--- src/rtl/i281_pkg.sv ---
`default_nettype none
`timescale 1ns/1ps
// ============================================================================
// Module      : i281_pkg
// Description : Shared sizes, register indices and helpers for the i281
//               register file.
// Revision    : 1.0 - initial release
// ============================================================================
package i281_pkg;

    localparam int NUM_REGS           = 4;
    localparam int REG_SEL_WIDTH      = 2;
    localparam int DEFAULT_DATA_WIDTH = 8;

    localparam int REG_A = 0;
    localparam int REG_B = 1;
    localparam int REG_C = 2;
    localparam int REG_D = 3;

    typedef logic [NUM_REGS-1:0] wsel_t;

    // True when two or more bits are set: clearing the lowest set bit leaves something.
    function automatic logic is_multi_hot(input wsel_t sel);
        return |(sel & (sel - wsel_t'(1)));
    endfunction

endpackage : i281_pkg
`default_nettype wire

--- src/rtl/i281_register_file_register_cell.sv ---
`default_nettype none
`timescale 1ns/1ps
// ============================================================================
// Module      : register_cell
// Description : One DATA_WIDTH storage register with load enable and
//               asynchronous active-high clear.
// Revision    : 1.0 - initial release
// ============================================================================
module register_cell
    import i281_pkg::*;
#(
    parameter int DATA_WIDTH = DEFAULT_DATA_WIDTH
) (
    input  logic                  clk,
    input  logic                  rst,
    input  logic                  i_load,
    input  logic [DATA_WIDTH-1:0] i_d,
    output logic [DATA_WIDTH-1:0] o_q
);

    logic [DATA_WIDTH-1:0] r_q;

    always_ff @(posedge clk or posedge rst) begin
        if (rst) begin
            r_q <= '0;
        end else if (i_load) begin
            r_q <= i_d;
        end
    end

    assign o_q = r_q;

endmodule : register_cell
`default_nettype wire

--- src/rtl/i281_register_file.sv ---
`default_nettype none
`timescale 1ns/1ps
// ============================================================================
// Module      : i281_register_file
// Description : Four-entry (A..D) register file with one-hot write select,
//               two read ports, write counter, select-error flag and debug bus.
// Revision    : 1.0 - initial release
// ============================================================================
module i281_register_file
    import i281_pkg::*;
#(
    parameter int DATA_WIDTH = DEFAULT_DATA_WIDTH,
    parameter int BYPASS     = 1,
    parameter int REG_READ   = 0
) (
    input  logic                       Clock,
    input  logic                       Reset,
    input  logic [NUM_REGS-1:0]        Write_Select,
    input  logic [DATA_WIDTH-1:0]      Write_Data,
    input  logic [REG_SEL_WIDTH-1:0]   Read_Select_A,
    input  logic [REG_SEL_WIDTH-1:0]   Read_Select_B,
    input  logic                       Error_Clear,
    output logic [DATA_WIDTH-1:0]      Read_Data_A,
    output logic [DATA_WIDTH-1:0]      Read_Data_B,
    output logic                       Select_Error,
    output logic [7:0]                 Write_Count,
    output logic [4*DATA_WIDTH-1:0]    Debug_Registers
);

    logic                  w_illegal;
    logic                  w_valid;
    logic [NUM_REGS-1:0]   w_load;
    logic [DATA_WIDTH-1:0] w_regs [NUM_REGS];
    logic                  w_hit_a;
    logic                  w_hit_b;
    logic [7:0]            r_count;
    logic                  r_error;

    // Write classification: idle, exactly one-hot, or multi-hot (illegal).
    assign w_illegal = is_multi_hot(Write_Select);
    assign w_valid   = (|Write_Select) && !w_illegal;
    assign w_load    = Write_Select & {NUM_REGS{w_valid}};

    generate
        for (genvar i = 0; i < NUM_REGS; i++) begin : g_regs
            register_cell #(
                .DATA_WIDTH (DATA_WIDTH)
            ) u_cell (
                .clk    (Clock),
                .rst    (Reset),
                .i_load (w_load[i]),
                .i_d    (Write_Data),
                .o_q    (w_regs[i])
            );
        end
    endgenerate

    always_ff @(posedge Clock or posedge Reset) begin
        if (Reset) begin
            r_count <= '0;
        end else if (w_valid) begin
            r_count <= r_count + 8'd1;
        end
    end

    // Set has priority over clear so an error on the clearing edge is not lost.
    always_ff @(posedge Clock or posedge Reset) begin
        if (Reset) begin
            r_error <= 1'b0;
        end else if (w_illegal) begin
            r_error <= 1'b1;
        end else if (Error_Clear) begin
            r_error <= 1'b0;
        end
    end

    // A port "hits" only when a committed (valid) write targets its register.
    assign w_hit_a = w_load[Read_Select_A];
    assign w_hit_b = w_load[Read_Select_B];

    generate
        if (REG_READ != 0) begin : g_reg_read
            logic [DATA_WIDTH-1:0] r_rd_a;
            logic [DATA_WIDTH-1:0] r_rd_b;

            // Capture post-write contents, so the same-edge write is always visible.
            always_ff @(posedge Clock or posedge Reset) begin
                if (Reset) begin
                    r_rd_a <= '0;
                    r_rd_b <= '0;
                end else begin
                    r_rd_a <= w_hit_a ? Write_Data : w_regs[Read_Select_A];
                    r_rd_b <= w_hit_b ? Write_Data : w_regs[Read_Select_B];
                end
            end

            assign Read_Data_A = r_rd_a;
            assign Read_Data_B = r_rd_b;
        end else begin : g_comb_read
            assign Read_Data_A = ((BYPASS != 0) && w_hit_a) ? Write_Data : w_regs[Read_Select_A];
            assign Read_Data_B = ((BYPASS != 0) && w_hit_b) ? Write_Data : w_regs[Read_Select_B];
        end
    endgenerate

    assign Select_Error    = r_error;
    assign Write_Count     = r_count;
    assign Debug_Registers = {w_regs[REG_D], w_regs[REG_C], w_regs[REG_B], w_regs[REG_A]};

endmodule : i281_register_file
`default_nettype wire

--- config.mk ---
export PLATFORM = sky130hd
export DESIGN_NAME = i281_register_file
export DESIGN_NICKNAME = d
export VERILOG_FILES = /design/src/rtl/i281_pkg.sv /design/src/rtl/i281_register_file_register_cell.sv /design/src/rtl/i281_register_file.sv
export SDC_FILE = /design/constraint.sdc
export NUM_CORES = 1
export LEC_CHECK = 0
export ABC_AREA = 1
export BUFFER_PORTS_ARGS = -buffer_cell sky130_fd_sc_hd__buf_2
export CORE_MARGIN = 8
export CORE_UTILIZATION = 52
export CTS_CLUSTER_DIAMETER = 80
export DETAILED_ROUTE_END_ITERATION = 8
export PLACE_DENSITY = 0.84
export REMOVE_ABC_BUFFERS = 1
export SYNTH_ARGS = -nofsm -noshare
export SYNTH_HDL_FRONTEND = slang
export SYNTH_SLANG_ARGS = --single-unit
export TNS_END_PERCENT = 5
--- constraint.sdc ---
create_clock -name Clock -period 1.6 [get_ports Clock]
set_clock_uncertainty 0.1 [all_clocks]
set_input_delay 0.32 -clock Clock [delete_from_list [all_inputs] [get_ports Clock]]
set_output_delay 0.32 -clock Clock [all_outputs]
set_load 0.01 [all_outputs]
==> reports/results.ini <==
[status]
status=finished, violations left
violations=negative setup slack

[floorplan]
rows=25
fp.dieW_um=85.7
fp.coreArea_mm2=0.00469
start_util_pct=53.8
ios=76
die_area_mm2=0.00734
die-height_um=85.7

[sta]
period_minus_slack_ns=1.82
holdWs_ns=0.0442
slew_viol_final=0
hold_violations=0
final.setup.worst_slack_ns=-0.221
grt_setup_unrepaired=yes
fmax_mhz=549
fin_tns_setup_ns=-2.62
relSlewSlack_pct=64.8
finalSetupViolations=16
worst_pin_slew_ns=0.528
post-route-period-util_pct=114

[place]
dp_hpwl_mm=5.73
dp_cells=482
gp_congestion=0.874
port_buffers=75

[pwr]
p_per_area_mw_per_mm2=1040
p_leak_nw=1.78
irDropWorstVdd_mv=0.721

[grt]
grt_use_total_pct=21.6
overflow=0
grt_pass1_wl_mm=12.9
grt_max_degree=42
antenna_found_initial=0
grt_pass1_vias=2785

[clock_tree]
cts_sinks=41
clk_latency_ns=0.29
clkTransAtPathRegs_ns=0.08
htreeDepth=2
cts_tree=yes
cts_hold_buf=0
cts_buffer_depth=2
cts_root_buffer=clkbuf_8
cts_made_buffers=5

[detailed_routing]
post_drt_wl_per_cell_um=16.5
drtIter0Drc=330
detail_route.vias_per_cell=5.80
routed_wl_mm=8.23
vias=2893
drc=0
drt-pass1-iter-count=5
postRouteAntennaNets=0

[synth]
synth_area_mm2=0.00252
syn_avg_cell_area_um2=7.34
synth_seq_area_share_pct=40.6
ys_types=24
ys_seq_elements=41
synthesis.yosys.warnings=0
syn_inst=344

[final_layout]
fin_util_pct=71.5
drive_gt1_share_pct=34.8
fin_cells=499
regArea_mm2=0.00103
most-common-layout-cells=91 x nand2_1, 75 x buf_2, 62 x o21ai_0
fill_cells=360
syn_to_final_growth_pct=32.8
layout_commonest_cell=nand2_1
multi_input_comb_area_mm2=0.00141
num-nets-final=464
num_antenna_cells=0

[critical_path]
crit_slowest_cell=dfrtp_1
crit_top_cell=o21ai_1
crit_fanout=3
path_cells=inv_2, a21oi_2, o21ai_1, o21ai_1, nand3_1, nand2_1, buf_2
worst_ep_arrival_time_ns=1.40
endpoint_kind=output port
cp.buffers_inverters=2
critical_path.top_delay_family=flip-flops
critPathRequiredTime_ns=1.18
path_class=register to output port
cp-start-kind=register
slowest_delay_ns=0.38

[min_path]
hold_class=input pin to asynchronous set/reset pin

[flow_run]
maxCapViolCount=0

==> worst paths after layout <==
| check | to | slack [ns] | depth (start not counted) | startpoint |
|---|---|---|---|---|
| max in group asynchronous | Write_Count[2] | 0.99 | 3 | Reset |
| max reg2reg | Write_Count[7] | 0.33 | 7 | Write_Count[2] |
| min in group Clock | Select_Error | 0.11 | 2 | Error_Clear |
| min reg2reg | g_regs[2].u_cell.o_q[4] | 0.42 | 2 | g_regs[2].u_cell.o_q[4] |
| max | Read_Data_B[7] | -0.22 | 7 | g_regs[2].u_cell.o_q[7] |
| min | g_regs[1].u_cell.o_q[4] | 0.04 | 3 | Reset |
==> power breakdown <==
| part | total, mW | leakage [nW] | internal (mW) | switching [mW] |
|---|---|---|---|---|
| Combinational | 1.33 | 1.22 | 0.554 | 0.778 |
| Sequential | 1.50 | 0.516 | 1.26 | 0.239 |
| Clock | 0.672 | 0.0439 | 0.301 | 0.370 |
==> worst reg2reg max path: cells and delay by family, from the launching register on <==
kind               cells  cell delay [ns]
and+or+nand+nor        6             0.59
AOI/OAI and AO/OA      1             0.05
DFF                    1             0.43
==> flip-flops by register name (all words and copies together), names as in the netlist <==
signal / count
g_regs.u_cell.o_q: 32
Write_Count: 8
Select_Error: 1
==> synth_stat cells <==
cell / number / area [um^2]
o21ai_0: 83 / 415
nor2_2: 2 / 12.5
nand4_4: 4 / 85.1
inv_4: 1 / 6.26
nand4_1: 2 / 12.5
dfrtp_1: 41 / 1030
xor2_1: 3 / 26.3
nor3_1: 1 / 5.00
nand2_2: 2 / 12.5
a21oi_1: 16 / 80.1
nor2_1: 17 / 63.8
buf_1: 1 / 3.75
o21ai_1: 1 / 5.00
nand3_4: 4 / 70.1
clkbuf_1: 3 / 11.3
clkbuf_2: 2 / 10.0
inv_1: 26 / 97.6
nand2_1: 98 / 368
xnor2_1: 3 / 26.3
ha_1: 1 / 12.5
nand3_1: 17 / 85.1
nand2_4: 3 / 33.8
buf_2: 6 / 30.0
inv_2: 7 / 26.3
==> final cells by class <==
class,count,area share [%]
multi-input combinational,260,42.1
sequential,41,30.6
timing repair buffer,102,18.5
inverter,34,4.25
clock buffer,5,2.05
tap,54,2.01
clock inverter,3,0.522
==> metrics by stage <==
| step | setup slack, ns | total power [mW] | cell area (um^2) |
|---|---|---|---|
| 2_1_floorplan | 0.0140 | 2.16 | 2470 |
| 3_3_place_gp | -0.162 | 2.69 | 3110 |
| 3_5_place_dp | -0.199 | 2.74 | 3110 |
| 4_1_cts | -0.159 | 3.45 | 3270 |
| 5_1_grt | -0.301 | 3.71 | 3350 |
| 6_report | -0.221 | 3.50 | 3350 |
==> routing by layer <==
metal	track usage, %	vias to the layer above	part of all wire, %
li1	-	1345	-
met5	0	-	0
met4	8.44	0	2.8
met3	6.78	39	12
met2	37.6	203	48
met1	24.0	1306	37
==> what timing repair did <==
action	in CTS	in global routing
setup buffers	4	2
cloned	2	1
setup endpoints to repair	16	16
pin swaps	19	9
gates resized for setup	27	23
==> kinds of logic after synthesis <==
family          after synthesis  synth area share (%)
fa+ha+maj                     1                 0.495
compound gates              100                  19.8
flops                        41                  40.6
simple gates                150                  29.6
xor+xnor                      6                  2.08
buf+inv                      46                  7.33
(Power assumes the default switching activity.)
